[config.mk]
export PLATFORM = sky130hd
export DESIGN_NAME = ram_access_ctrl
export DESIGN_NICKNAME = d
export VERILOG_FILES = /design/src/rtl/ram_ctrl_pkg.sv /design/src/rtl/ram_init_seq.sv /design/src/rtl/ram_access_ctrl.sv
export SDC_FILE = /design/constraint.sdc
export NUM_CORES = 1
export LEC_CHECK = 0
export CAP_MARGIN = 20
export CORE_ASPECT_RATIO = 1.25
export CORE_MARGIN = 5
export CORE_UTILIZATION = 40
export CTS_CLUSTER_DIAMETER = 120
export DETAILED_ROUTE_END_ITERATION = 8
export HOLD_SLACK_MARGIN = 0.12
export PLACE_DENSITY = 0.82
export SETUP_SLACK_MARGIN = 0.1
export SLEW_MARGIN = 20
export SYNTH_ARGS = -nofsm -noshare
export SYNTH_HDL_FRONTEND = slang
export SYNTH_SLANG_ARGS = --single-unit
[constraint.sdc]
create_clock -name clk -period 3.85 [get_ports clk]
set_input_delay 0.5775 -clock clk [delete_from_list [all_inputs] [get_ports clk]]
set_output_delay 0.5775 -clock clk [all_outputs]
set_load 0.01 [all_outputs]
[src/rtl/ram_ctrl_pkg.sv]
// rtl/ram_ctrl_pkg.sv - shared FSM state codes and init fill value for ram_access_ctrl
package ram_ctrl_pkg;

  typedef logic [2:0] state_t;

  localparam state_t S_INIT  = 3'd0;
  localparam state_t S_IDLE  = 3'd1;
  localparam state_t S_WRITE = 3'd2;
  localparam state_t S_READ  = 3'd3;
  localparam state_t S_CAPT  = 3'd4;
  localparam state_t S_RESP  = 3'd5;

  localparam int INIT_VALUE = 0;

endpackage

[src/rtl/ram_init_seq.sv]
// rtl/ram_init_seq.sv - post-reset clear sweep address counter (used only with RAM_CTRL_INIT_EN)
module ram_init_seq
  import ram_ctrl_pkg::*;
#(
  parameter int addr_size = 4,
  parameter int mem_depth = 16
) (
  input  logic                 clk,
  input  logic                 rst_n,
  input  logic                 en,
  output logic [addr_size-1:0] addr,
  output logic                 done
);

  localparam logic [addr_size-1:0] LAST = addr_size'(mem_depth - 1);

  logic [addr_size-1:0] cnt_q, cnt_d;

  // done flags the final address; the counter parks there until the next reset
  assign done = (cnt_q == LAST);
  assign addr = cnt_q;

  always_comb begin
    cnt_d = cnt_q;
    if (en && !done) begin
      cnt_d = cnt_q + 1'b1;
    end
  end

  always_ff @(posedge clk) begin
    if (!rst_n) begin
      cnt_q <= '0;
    end else begin
      cnt_q <= cnt_d;
    end
  end

endmodule

[src/rtl/ram_access_ctrl.sv]
// rtl/ram_access_ctrl.sv - request/response sequencer for single_port_ram; RAM_CTRL_INIT_EN adds a post-reset clear sweep
module ram_access_ctrl
  import ram_ctrl_pkg::*;
#(
  parameter int data_width = 8,
  parameter int addr_size  = 4,
  parameter int mem_depth  = 16
) (
  input  logic                  clk,
  input  logic                  rst_n,
  input  logic                  req_valid,
  output logic                  req_ready,
  input  logic                  req_wr,
  input  logic [addr_size-1:0]  req_addr,
  input  logic [data_width-1:0] req_wdata,
  output logic                  rsp_valid,
  input  logic                  rsp_ready,
  output logic [data_width-1:0] rsp_rdata,
  output logic                  busy,
  output logic                  ram_cs,
  output logic                  ram_wr_rd,
  output logic                  ram_out_en,
  output logic [addr_size-1:0]  ram_address,
  output logic [data_width-1:0] ram_data_in,
  input  logic [data_width-1:0] ram_data_out
);

  localparam logic [addr_size:0] DEPTH = (addr_size + 1)'(mem_depth);

  state_t                state_q, state_d;
  logic                  req_ready_q, req_ready_d;
  logic                  in_range_q, in_range_d;
  logic [data_width-1:0] rsp_rdata_q, rsp_rdata_d;
  logic                  ram_cs_q, ram_cs_d;
  logic                  ram_wr_rd_q, ram_wr_rd_d;
  logic                  ram_out_en_q, ram_out_en_d;
  logic [addr_size-1:0]  ram_address_q, ram_address_d;
  logic [data_width-1:0] ram_data_in_q, ram_data_in_d;
  logic                  req_in_range;

  assign req_in_range = ({1'b0, req_addr} < DEPTH);

`ifdef RAM_CTRL_INIT_EN
  logic                 init_en;
  logic [addr_size-1:0] init_addr;
  logic                 init_done;
  logic                 busy_q, busy_d;

  ram_init_seq #(
    .addr_size (addr_size),
    .mem_depth (mem_depth)
  ) u_init_seq (
    .clk   (clk),
    .rst_n (rst_n),
    .en    (init_en),
    .addr  (init_addr),
    .done  (init_done)
  );

  assign init_en = (state_q == S_INIT);
  assign busy_d  = (state_q == S_INIT);
  assign busy    = busy_q;
`else
  assign busy = 1'b0;
`endif

  // ram_* pins are registered, so each state computes the pins for the following cycle
  always_comb begin
    state_d       = state_q;
    in_range_d    = in_range_q;
    rsp_rdata_d   = rsp_rdata_q;
    ram_cs_d      = 1'b0;
    ram_wr_rd_d   = 1'b0;
    ram_out_en_d  = 1'b0;
    ram_address_d = ram_address_q;
    ram_data_in_d = ram_data_in_q;
    case (state_q)
      S_IDLE: begin
        if (req_valid && req_ready_q) begin
          in_range_d    = req_in_range;
          ram_address_d = req_addr;
          ram_data_in_d = req_wdata;
          ram_cs_d      = req_in_range;
          ram_wr_rd_d   = req_wr;
          ram_out_en_d  = !req_wr && req_in_range;
          state_d       = req_wr ? S_WRITE : S_READ;
        end
      end
      S_WRITE: state_d = S_IDLE;
      S_READ: begin
        ram_cs_d     = in_range_q;
        ram_out_en_d = in_range_q;
        state_d      = S_CAPT;
      end
      S_CAPT: begin
        rsp_rdata_d = in_range_q ? ram_data_out : '0;
        state_d     = S_RESP;
      end
      S_RESP: begin
        if (rsp_ready) begin
          state_d = S_IDLE;
        end
      end
`ifdef RAM_CTRL_INIT_EN
      S_INIT: begin
        ram_cs_d      = 1'b1;
        ram_wr_rd_d   = 1'b1;
        ram_address_d = init_addr;
        ram_data_in_d = data_width'(INIT_VALUE);
        if (init_done) begin
          state_d = S_IDLE;
        end
      end
`endif
      default: state_d = S_IDLE;
    endcase
    // the last sweep write is still on the pins during the first IDLE cycle
    req_ready_d = (state_d == S_IDLE) && (state_q != S_INIT);
  end

  always_ff @(posedge clk) begin
    if (!rst_n) begin
`ifdef RAM_CTRL_INIT_EN
      state_q <= S_INIT;
      busy_q  <= 1'b0;
`else
      state_q <= S_IDLE;
`endif
      req_ready_q   <= 1'b0;
      in_range_q    <= 1'b0;
      rsp_rdata_q   <= '0;
      ram_cs_q      <= 1'b0;
      ram_wr_rd_q   <= 1'b0;
      ram_out_en_q  <= 1'b0;
      ram_address_q <= '0;
      ram_data_in_q <= '0;
    end else begin
`ifdef RAM_CTRL_INIT_EN
      busy_q <= busy_d;
`endif
      state_q       <= state_d;
      req_ready_q   <= req_ready_d;
      in_range_q    <= in_range_d;
      rsp_rdata_q   <= rsp_rdata_d;
      ram_cs_q      <= ram_cs_d;
      ram_wr_rd_q   <= ram_wr_rd_d;
      ram_out_en_q  <= ram_out_en_d;
      ram_address_q <= ram_address_d;
      ram_data_in_q <= ram_data_in_d;
    end
  end

  assign req_ready   = req_ready_q;
  assign rsp_valid   = (state_q == S_RESP);
  assign rsp_rdata   = rsp_rdata_q;
  assign ram_cs      = ram_cs_q;
  assign ram_wr_rd   = ram_wr_rd_q;
  assign ram_out_en  = ram_out_en_q;
  assign ram_address = ram_address_q;
  assign ram_data_in = ram_data_in_q;

endmodule

==> metrics.md, run 1 <==
| Metric | Value |
|---|---|
| Clock latency at the later pin of the worst-skew pair | `approximately 330 ps` |
| Num CTS Buffers | `3` |
| Worst setup path start | `state_q[2]$_SDFF_PN0_` |
| Cell area after technology mapping | `between 1000 and 1500 µm²` |
| Max stage delay on crit path | `around 530 ps` |
| Total of cells resized after clock tree synthesis | `0` |
| Post-route antenna net violation count | `0` |
| Warning count from the yosys run | `0` |
| Parity-gate share of the synthesized area counting xor and xnor cells | `0` |
| Proportion of layout cells with a drive suffix above 1 | `0.0491` |
| Boundary pin count | `51` |
| Syn Area/Cell | `approximately 9.4 µm²` |
| Critical Path AT | `approximately 1500 ps` |
| Top FF cell, synth | `sky130_fd_sc_hd__dfxtp_1` |
| Die Span X | `57.6 µm` |
| Final global-route overflow total | `0` |
| Filler cell count | `244` |
| Height of the die | `69.6 µm` |
| Routability Congestion | `0.789` |
| Row count | `21` |
| Placed instance area | `roughly 1600 µm²` |
| Post-route clock skew | `about 3.7 ps` |
| CTS tree | `yes` |
| Transition time at the pin with the least slew margin | `slightly below 900 ps` |
| Port Buffer Count | `between 40 and 50` |
| Final Cycle Share | `0.547` |
| Cell Chain, Critical Path | `and3b_1, clkdlybuf4s50_1` |
| Post-synthesis instance total | `about 120` |
| Post-synthesis adder-cell area fraction | `0` |
| Net count after synthesis | `between 100 and 150` |
| RR Startpoint | `state_q[0]$_SDFF_PN1_` |
| Final setup margin | `approximately 1700 ps` |
| Total core area | `2710 µm²` |
| Setup crit start kind | `register` |
| Synth-to-Final Area Change | `42.6%` |
| Detailed Routing Iterations Pass 1 | `4` |
| Total buffers and inverters traversed by the critical path | `1` |
| Endpoint of the most critical setup path | `rsp_valid` |
| Multiplexer area fraction after synthesis | `0.106` |
| Leading area contributor after synthesis | `sky130_fd_sc_hd__dfxtp_1` |
| Area fraction in and, or, nand and nor cells after synthesis | `0.245` |
| Via count of the first global-routing pass | `~1.0k` |
| Number of maximum-capacitance violations | `0` |
| Largest delay contributor family on the critical path | `buffers and inverters` |
| Worst hold-check path type | `register to register` |
| Initial antenna violation count | `0` |
| Most common cell after layout, fill and taps aside | `sky130_fd_sc_hd__clkdlybuf4s50_1` |
| Setup bufs post-CTS | `0` |
| FF+latch area | `561 µm²` |
| Worst slew margin relative to its limit | `0.418` |
| Endpoint type of the worst setup path | `output port` |
| Final Net Count | `190` |
| Final std cell area, no fill | `~1600 µm²` |
| Total routing usage reported by global routing | `0.140` |
| Post-synth EDFFs | `0` |
| N_diodes | `0` |
| Ys async rst share | `0` |
| Power density over the cells | `about 320 nW/µm²` |
| Most area-consuming cells after synthesis | `sky130_fd_sc_hd__dfxtp_1 49%, sky130_fd_sc_hd__nand2_1 11%, sky130_fd_sc_hd__mux2i_1 11%, sky130_fd_sc_hd__a21boi_0 6.0%, sky130_fd_sc_hd__nand3_1 4.0%` |
| Post-synthesis cell type count | `26` |
| Maximum vdd ir drop | `approximately 0.00019 V` |
| Area of the die | `4010 µm²` |
| Number of sinks handled by clock tree synthesis | `28` |
| Wire length of the first global-routing pass | `roughly 4.4 mm` |
| Fraction of post-synthesis cell area in the top cell type by area | `0.494` |
| Final Routed Wirelength | `2.67 mm` |
| Starting density of the core | `0.419` |
| Crit Path Class | `register to output port` |
| Peak fanout along the critical path | `7` |
| Compound-cell area share of the yosys netlist | `0.0926` |
| Number of synthesized register bits | `28` |
| Max-slew violation count | `0` |
| Total number of vias | `983` |
| FF-to-FF path depth | `3` |
| Highest attainable clock frequency | `between 400 and 500 MHz` |
| Hold bufs inserted after CTS | `0` |
| Leakage power figure | `just under 0.6 nW` |
| Reg2reg setup slack | `a little over 2000 ps` |
| Endpoint of the lowest-slack register-to-register path | `ram_data_in[2]$_SDFFE_PN0P_` |
| Clock tree root driver cell | `sky130_fd_sc_hd__clkbuf_4` |
| Most used cells in the layout excluding fill and tap cells | `48 x sky130_fd_sc_hd__clkdlybuf4s50_1, 34 x sky130_fd_sc_hd__nand2_1, 28 x sky130_fd_sc_hd__dfxtp_1, 12 x sky130_fd_sc_hd__mux2i_1` |
| Total of endpoints with negative setup slack in the final report | `0` |
| Final worst path period need | `~2100 ps` |
| Deepest clock path buffer count | `2` |
| Setup repair after global routing missed its margin | `no` |
| Clk slew on worst S/H paths | `130 ps` |
| Crit path max-delay cell type | `sky130_fd_sc_hd__clkdlybuf4s50_1` |
| Required arrival time at the worst endpoint | `between 3000 and 4000 ps` |
| Footprint of the multi-input gates | `around 500 µm²` |
| Max H-tree Level | `1` |
| 1st-iter DRT viols | `12` |
| Endpoints failing hold | `0` |
| Critical path depth in cells | `2` |
| Pre-CTS setup slack | `1550 ps` |
| DR WL/cell | `between 10 and 15 µm` |
| Detailed-placement wirelength estimate | `2.02 mm` |
| Post-synthesis sequential area ratio | `0.494` |
| Dominant combinational cell family by area after synthesis | `simple AND/OR/NAND/NOR gates` |
| TNS Setup | `0 ps` |
| Post-route DRC violation count | `0` |
| Routed vias/inst | `around 5.0` |
| Utilization of the core after routing | `0.598` |
| Outcome | `finished, final reports clean` |
| Pin count of the biggest net entering global routing | `between 40 and 50` |
Yosys cell counts, types with 2 or more instances:
| library cell | number |
|---|---|
| sky130_fd_sc_hd__a21boi_0 | 9 |
| sky130_fd_sc_hd__nand3_1 | 9 |
| sky130_fd_sc_hd__and3_1 | 2 |
| sky130_fd_sc_hd__nand2_1 | 34 |
| sky130_fd_sc_hd__mux2i_1 | 12 |
| sky130_fd_sc_hd__buf_2 | 2 |
| sky130_fd_sc_hd__o21a_1 | 2 |
| sky130_fd_sc_hd__clkbuf_1 | 5 |
| sky130_fd_sc_hd__dfxtp_1 | 28 |
| sky130_fd_sc_hd__nand3b_1 | 2 |
worst min path at each step:
stage / depth (start not counted) / start / slack (ps) / end
3_3_place_gp: 2 / ram_data_in[0]$_SDFFE_PN0P_ / 450 / ram_data_in[0]$_SDFFE_PN0P_
3_5_place_dp: 2 / ram_address[3]$_SDFFE_PN0P_ / 450 / ram_address[3]$_SDFFE_PN0P_
2_1_floorplan: 2 / ram_address[0]$_SDFFE_PN0P_ / 480 / ram_address[0]$_SDFFE_PN0P_
4_1_cts: 2 / ram_address[3]$_SDFFE_PN0P_ / 470 / ram_address[3]$_SDFFE_PN0P_
6_report: 2 / ram_address[3]$_SDFFE_PN0P_ / 470 / ram_address[3]$_SDFFE_PN0P_
5_1_grt: 2 / ram_address[1]$_SDFFE_PN0P_ / 500 / ram_address[1]$_SDFFE_PN0P_
power by group:
part	total, mW	internal (mW)	leakage, nW	switching (mW)
Clock	0.118	0.0368	0.0138	0.0810
Sequential	0.315	0.303	0.228	0.0117
Combinational	0.0893	0.0558	0.350	0.0335
worst min-delay path: stages (launching register included):
cell	delay (ps)
sky130_fd_sc_hd__dfxtp_1	330
sky130_fd_sc_hd__nand2_1	50
sky130_fd_sc_hd__mux2i_1	50
cell families after synthesis:
kind of cell,Yosys count
AND/OR/NAND/NOR,56
AO/OA/AOI/OAI,14
multiplexers,12
buffers and inverters,10
flip-flops,28
other,1
registers in the layout (all words and copies together), names as in the netlist:
name / flops
ram_data_in: 8
rsp_rdata: 8
ram_address: 4
state_q: 3
in_range_q: 1
ram_cs: 1
ram_out_en: 1
ram_wr_rd: 1
req_ready: 1
through the flow:
step           total power, mW  cells  hold WS, ps
3_5_place_dp             0.412    194          449
3_3_place_gp             0.409    194          446
6_report                 0.522    197          471
5_1_grt                  0.547    197          501
4_1_cts                  0.529    197          473
2_1_floorplan            0.365    121          479
per-layer routing:
metal | share of wire | wire length, µm | track usage
met5 | 0 | 0 | 0
met1 | 0.39 | 1040 | 0.144
met4 | 0.031 | 82 | 0.0773
met3 | 0.079 | 210 | 0.0428
met2 | 0.50 | 1340 | 0.244
cell type report:
type                            instances  share of cell area
Clock buffer                            3              0.0139
Multi-Input combinational cell         83               0.313
Sequential cell                        28               0.346
Tap cell                               34              0.0263
Timing Repair Buffer                   49               0.300
Note: power is estimated with default switching activity, not from simulation.
==> run 2, diff against run 1 <==
==> constraint.sdc (replaced) <==
create_clock -name clk -period 2.2 [get_ports clk]
set_input_delay 0.33 -clock clk [delete_from_list [all_inputs] [get_ports clk]]
set_output_delay 0.33 -clock clk [all_outputs]
set_load 0.01 [all_outputs]
==> run 2 against run 1 <==
Against the previous run:
- first-iteration DRC count rose by 75%
- non-clock buffer count rose by 3
- register-to-register slack got worse by 1300 ps
- sequential share of layout area fell by 1.4 points
- global-route usage fell by 1.1 points
- total power rose by 100%
- critical path depth did not move
- clock skew rose by 5.5 ps
- sequential power rose by 75%
==> metrics.md, run 2 (synthesis results as in run 1) <==
| Metric | Value |
|---|---|
| Via count of the first global-routing pass | `974` |
| Detailed Routing Iterations Pass 1 | `2` |
| Most common cell after layout, fill and taps aside | `sky130_fd_sc_hd__clkdlybuf4s50_1` |
| Total of cells resized after clock tree synthesis | `0` |
| Setup crit start kind | `register` |
| Proportion of total power due to net switching | `0.215` |
| DR WL/cell | `around 12 µm` |
| Met1 track demand over resource | `0.132` |
| Outcome | `finished, final reports clean` |
| Max H-tree Level | `1` |
| Clk slew on worst S/H paths | `roughly 140 ps` |
| Met2 usage in global routing | `0.235` |
| Met3 track demand over resource in global routing | `0.0466` |
| Layer carrying the most global-route usage | `met2` |
| Detailed-placement wirelength estimate | `1.97 mm` |
| Non-filler instance count after layout | `201` |
| Max-slew violation count | `0` |
| Clock latency at the later pin of the worst-skew pair | `~320 ps` |
| Highest attainable clock frequency | `between 500 and 600 MHz` |
| Routed vias/inst | `roughly 4.9` |
| Final Cycle Share | `0.836` |
| Area of the die | `about 4000 µm²` |
| Starting density of the core | `0.419` |
| Worst hold-check slack | `~470 ps` |
| Worst hold-check path type | `register to register` |
| Deepest clock path buffer count | `2` |
| Final global-route overflow total | `0` |
| Total core area | `about 2700 µm²` |
| Post-route DRC violation count | `0` |
| Initial antenna violation count | `0` |
| Reg power frac | `0.526` |
| Setup bufs post-CTS | `0` |
| Number of sinks handled by clock tree synthesis | `28` |
| Height of the die | `roughly 70 µm` |
| Leakage power figure | `between 0.6 and 0.7 nW` |
| 1st-iter DRT viols | `21` |
| Routability Congestion | `roughly 0.77` |
| Net switching component of the power | `roughly 0.22 mW` |
| Final Net Count | `~190` |
| Total number of vias | `978` |
| Proportion of layout cells with a drive suffix above 1 | `0.0659` |
| Required arrival time at the worst endpoint | `about 1900 ps` |
| Setup repair after global routing missed its margin | `no` |
| Pin count of the biggest net entering global routing | `30` |
| Critical Path AT | `about 1500 ps` |
| Num CTS Buffers | `3` |
| Filler cell count | `approximately 220` |
| Synth-to-Final Area Change | `48.7%` |
| Total routing usage reported by global routing | `0.129` |
| Boundary pin count | `around 50` |
| Post-route antenna net violation count | `0` |
| Crit Path Class | `register to output port` |
| Most used cells in the layout excluding fill and tap cells | `49 x sky130_fd_sc_hd__clkdlybuf4s50_1, 34 x sky130_fd_sc_hd__nand2_1, 28 x sky130_fd_sc_hd__dfxtp_1, 12 x sky130_fd_sc_hd__mux2i_1` |
| Row count | `21` |
| Hold bufs inserted after CTS | `0` |
| Internal portion of total power | `slightly above 0.8 mW` |
| Total of endpoints with negative setup slack in the final report | `0` |
| N_diodes | `0` |
| Port Buffer Count | `49` |
| Clk pwr share | `0.315` |
| TNS Setup | `0 ps` |
| Number of placed cells counting well taps | `197` |
| Power density over the cells | `620 nW/µm²` |
| Post-route clock skew | `9.29 ps` |
| Relative contribution of combinational cells to total power | `0.159` |
| CTS tree | `yes` |
| Endpoints failing hold | `0` |
| Die Span X | `a little under 60 µm` |
| Clock tree root driver cell | `sky130_fd_sc_hd__clkbuf_4` |
| Endpoint type of the worst setup path | `output port` |
| Peak fanout along the critical path | `7` |
| Number of maximum-capacitance violations | `0` |
| Wire length of the first global-routing pass | `between 4 and 5 mm` |
| Final Routed Wirelength | `2.51 mm` |
| Final worst path period need | `approximately 1800 ps` |
| Maximum vdd ir drop | `between 0.0004 and 0.0005 V` |
[run 2: layer usage]
layer,vias to the layer above,wire (µm)
met5,-,0
met4,0,48
met3,4,205
met2,35,1260
met1,444,996
li1,495,-
[run 2: cell type report]
class	instances	area, µm²	area share
Sequential cell	28	561	0.332
Timing Repair Buffer	52	526	0.311
Multi-Input combinational cell	83	507	0.300
Tap cell	34	42.5	0.0252
Clock inverter	1	30.0	0.0178
Clock buffer	3	22.5	0.0133
[run 2: power groups by stage]
stage | clock network, mW | logic [mW] | registers (mW)
global placement | 0 | 0.165 | 0.561
detailed placement | 0 | 0.168 | 0.561
CTS | 0.340 | 0.169 | 0.550
floorplan | 0 | 0.0767 | 0.562
finish | 0.329 | 0.166 | 0.550
global route | 0.365 | 0.178 | 0.555
[run 2: final timing paths]
path,start,endpoint,slack (ps),cells after the start
setup / recovery,state_q[2]$_SDFF_PN0_,rsp_valid,360,2
hold / removal,rsp_rdata[1]$_SDFFE_PN0N_,rsp_rdata[1]$_SDFFE_PN0N_,470,2
setup reg to reg,state_q[0]$_SDFF_PN1_,ram_data_in[2]$_SDFFE_PN0P_,700,4
hold reg to reg,rsp_rdata[1]$_SDFFE_PN0N_,rsp_rdata[1]$_SDFFE_PN0N_,470,2
[run 2: critical path: stages, from the launching register on]
cell and delay [ps]:
sky130_fd_sc_hd__dfxtp_1 480, sky130_fd_sc_hd__and3b_1 190, sky130_fd_sc_hd__clkdlybuf4s50_1 530
[run 2: metrics by stage]
step                      setup slack [ps]   util  power, mW  area [µm²]
final                                  361  0.624       1.05        1690
after global routing                   213  0.624       1.10        1690
after CTS                              334  0.624       1.06        1690
after detailed placement               517  0.604      0.729        1640
after global placement                 581  0.604      0.725        1640
after floorplan                        934      -      0.639        1130
==> run 3, diff against run 2 <==
--- a/config.mk
+++ b/config.mk
@@ -8,11 +8,11 @@
 export CAP_MARGIN = 20
 export CORE_ASPECT_RATIO = 1.25
 export CORE_MARGIN = 5
-export CORE_UTILIZATION = 40
+export CORE_UTILIZATION = 36
 export CTS_CLUSTER_DIAMETER = 120
 export DETAILED_ROUTE_END_ITERATION = 8
 export HOLD_SLACK_MARGIN = 0.12
-export PLACE_DENSITY = 0.82
+export PLACE_DENSITY = 0.79
 export SETUP_SLACK_MARGIN = 0.1
 export SLEW_MARGIN = 20
 export SYNTH_ARGS = -nofsm -noshare
==> constraint.sdc (replaced) <==
create_clock -name clk -period 1.5 [get_ports clk]
set_input_delay 0.225 -clock clk [delete_from_list [all_inputs] [get_ports clk]]
set_output_delay 0.225 -clock clk [all_outputs]
set_load 0.01 [all_outputs]
==> run 3 against run 2 <==
Against the previous run:
- clock-buffer cell count up 1
- hold slack worse by 40 ps
- critical endpoint is now ram_data_in[0]$_SDFFE_PN0P_
- total power up 34%
- sequential share of layout area up 0.45 points
- cell area down 0.67%
- die area up 9.3%
- highest routed layer unchanged
- via count up 3.4%
- first-iteration DRC count up 43%
- critical path depth up 3
- critical path type is now register to register
==> metrics.md, run 3 (synthesis results as in run 1) <==
| Metric | Value |
|---|---|
| Num CTS Buffers | `3` |
| Most common cell after layout, fill and taps aside | `sky130_fd_sc_hd__nand2_1` |
| Post-route DRC violation count | `0` |
| Post-route clock skew | `a little over 3 ps` |
| TNS Setup | `0 ps` |
| Critical path depth in cells | `5` |
| Die Span X | `60.2 µm` |
| Clk slew on worst S/H paths | `140 ps` |
| Critical Path AT | `approximately 1600 ps` |
| Placed instance area | `~1700 µm²` |
| Final Routed Wirelength | `2.79 mm` |
| Power Total | `roughly 1.4 mW` |
| Endpoint of the most critical setup path | `ram_data_in[0]$_SDFFE_PN0P_` |
| Maximum vdd ir drop | `approximately 0.00048 V` |
| Endpoints failing hold | `0` |
| Utilization of the core after routing | `0.559` |
| Starting density of the core | `0.378` |
| Clock tree root driver cell | `sky130_fd_sc_hd__clkbuf_4` |
| Detailed-placement wirelength estimate | `around 2.2 mm` |
| Pre-CTS setup slack | `between 50 and 60 ps` |
| Non-filler instance count after layout | `approximately 210` |
| Endpoint type of the worst setup path | `register` |
| Final global-route overflow total | `0` |
| Most used cells in the layout excluding fill and tap cells | `34 x sky130_fd_sc_hd__nand2_1, 27 x sky130_fd_sc_hd__dfxtp_1, 24 x sky130_fd_sc_hd__clkdlybuf4s50_1, 24 x sky130_fd_sc_hd__dlygate4sd2_1, 12 x sky130_fd_sc_hd__mux2i_1` |
| Outcome | `finished, final reports clean` |
| 1st-iter DRT viols | `30` |
| Routability Congestion | `around 0.76` |
| Wire length of the first global-routing pass | `4.57 mm` |
| Highest attainable clock frequency | `754 MHz` |
| Pin count of the biggest net entering global routing | `16` |
| Cell Chain, Critical Path | `buf_4, nor2b_4, and4b_1, buf_4, mux2i_1` |
| Port Buffer Count | `49` |
| Peak fanout along the critical path | `10` |
| Crit path max-delay cell type | `sky130_fd_sc_hd__dfxtp_1` |
| Final worst path period need | `between 1000 and 1500 ps` |
| Layer carrying the most global-route usage | `met2` |
| Initial antenna violation count | `0` |
| Row count | `22` |
| RR Startpoint | `state_q[2]$_SDFF_PN0_` |
| Met1 track demand over resource | `0.134` |
| DR WL/cell | `13.4 µm` |
| Number of placed cells counting well taps | `204` |
| N_diodes | `0` |
| CTS tree | `yes` |
| Via count of the first global-routing pass | `roughly 1.1k` |
| Final Net Count | `between 150 and 200` |
| Max stage delay on crit path | `about 350 ps` |
| Height of the die | `about 73 µm` |
| Most repeated library cell on the critical path | `sky130_fd_sc_hd__buf_4` |
| Setup repair after global routing missed its margin | `yes` |
| Power density over the cells | `roughly 840 nW/µm²` |
| Synth-to-Final Area Change | `47.7%` |
| Worst hold-check path type | `primary input to register` |
| Reg2reg setup slack | `~170 ps` |
| Largest delay contributor family on the critical path | `flip-flops` |
| Routed vias/inst | `4.86` |
| Area of the die | `between 4000 and 5000 µm²` |
| Worst setup path start | `state_q[2]$_SDFF_PN0_` |
| Met3 track demand over resource in global routing | `0.0372` |
| Endpoint of the lowest-slack register-to-register path | `ram_data_in[0]$_SDFFE_PN0P_` |
| Clock latency at the later pin of the worst-skew pair | `330 ps` |
| Total buffers and inverters traversed by the critical path | `2` |
| Total routing usage reported by global routing | `0.134` |
| Proportion of layout cells with a drive suffix above 1 | `0.105` |
| Required arrival time at the worst endpoint | `1770 ps` |
| Number of maximum-capacitance violations | `0` |
| Post-route antenna net violation count | `0` |
| Max-slew violation count | `0` |
| Setup crit start kind | `register` |
| Final setup margin | `174 ps` |
| Detailed Routing Iterations Pass 1 | `4` |
| Final std cell area, no fill | `between 1500 and 2000 µm²` |
| Boundary pin count | `a little over 50` |
| Crit Path Class | `register to register` |
| Met2 usage in global routing | `0.251` |
| Total of endpoints with negative setup slack in the final report | `0` |
| Deepest clock path buffer count | `2` |
| Number of sinks handled by clock tree synthesis | `28` |
| Leakage power figure | `approximately 0.75 nW` |
| FF-to-FF path depth | `5` |
| Final Cycle Share | `0.884` |
| Max H-tree Level | `1` |
| Total number of vias | `just over 1k` |
| Total core area | `between 3000 and 4000 µm²` |
| Worst hold-check slack | `approximately 430 ps` |
| Hold bufs inserted after CTS | `0` |
==> run 3: cell count changes in the layout (fill, tap and decap cells not counted), sizes merged <==
cell,delta
dlygate4sd2,+24
buf,+5
bufinv,-1
clkbuf,+2
clkdlybuf4s50,-25
==> run 3: tightest hold or removal path, stage by stage <==
cell,delay [ps]
sky130_fd_sc_hd__clkdlybuf4s50_1,400
sky130_fd_sc_hd__nand2_1,50
sky130_fd_sc_hd__mux2i_1,50
==> run 3: worst min-delay path by stage <==
stage	startpoint	endpoint	slack (ps)	depth (start not counted)
2_1_floorplan	req_addr[0]	ram_address[0]$_SDFFE_PN0P_	370	2
3_3_place_gp	ram_data_in[2]$_SDFFE_PN0P_	ram_data_in[2]$_SDFFE_PN0P_	440	2
3_5_place_dp	ram_data_in[6]$_SDFFE_PN0P_	ram_data_in[6]$_SDFFE_PN0P_	450	2
4_1_cts	req_wdata[7]	ram_data_in[7]$_SDFFE_PN0P_	410	3
5_1_grt	req_wdata[7]	ram_data_in[7]$_SDFFE_PN0P_	400	3
6_report	req_wdata[7]	ram_data_in[7]$_SDFFE_PN0P_	430	3
==> run 3: cell type report <==
type                            instances  area, µm²
Clock buffer                            4       36.3
Timing Repair Buffer                   57        515
Sequential cell                        28        564
Tap cell                               36       45.0
Fill cell                             296       1320
Multi-Input combinational cell         83        515
==> run 3: repair_timing <==
item,4_1_cts,5_1_grt
pin swaps,0,0
endpoints found under the setup margin,25,9
gates resized for setup,26,5
buffers inserted,0,0
hold endpoints to repair,0,0
==> run 3: layer usage <==
layer | routed length [µm] | up-vias
li1 | - | 502
met1 | 1150 | 471
met2 | 1430 | 35
met3 | 175 | 3
met4 | 36 | 0
met5 | 0 | -
==> run 3: power breakdown <==
group | switching (mW) | leakage, nW | internal [mW] | total (mW)
registers | 0.0256 | 0.228 | 0.777 | 0.803
clock network | 0.216 | 0.0210 | 0.149 | 0.365
logic | 0.0959 | 0.501 | 0.140 | 0.236
total | 0.338 | 0.751 | 1.07 | 1.40
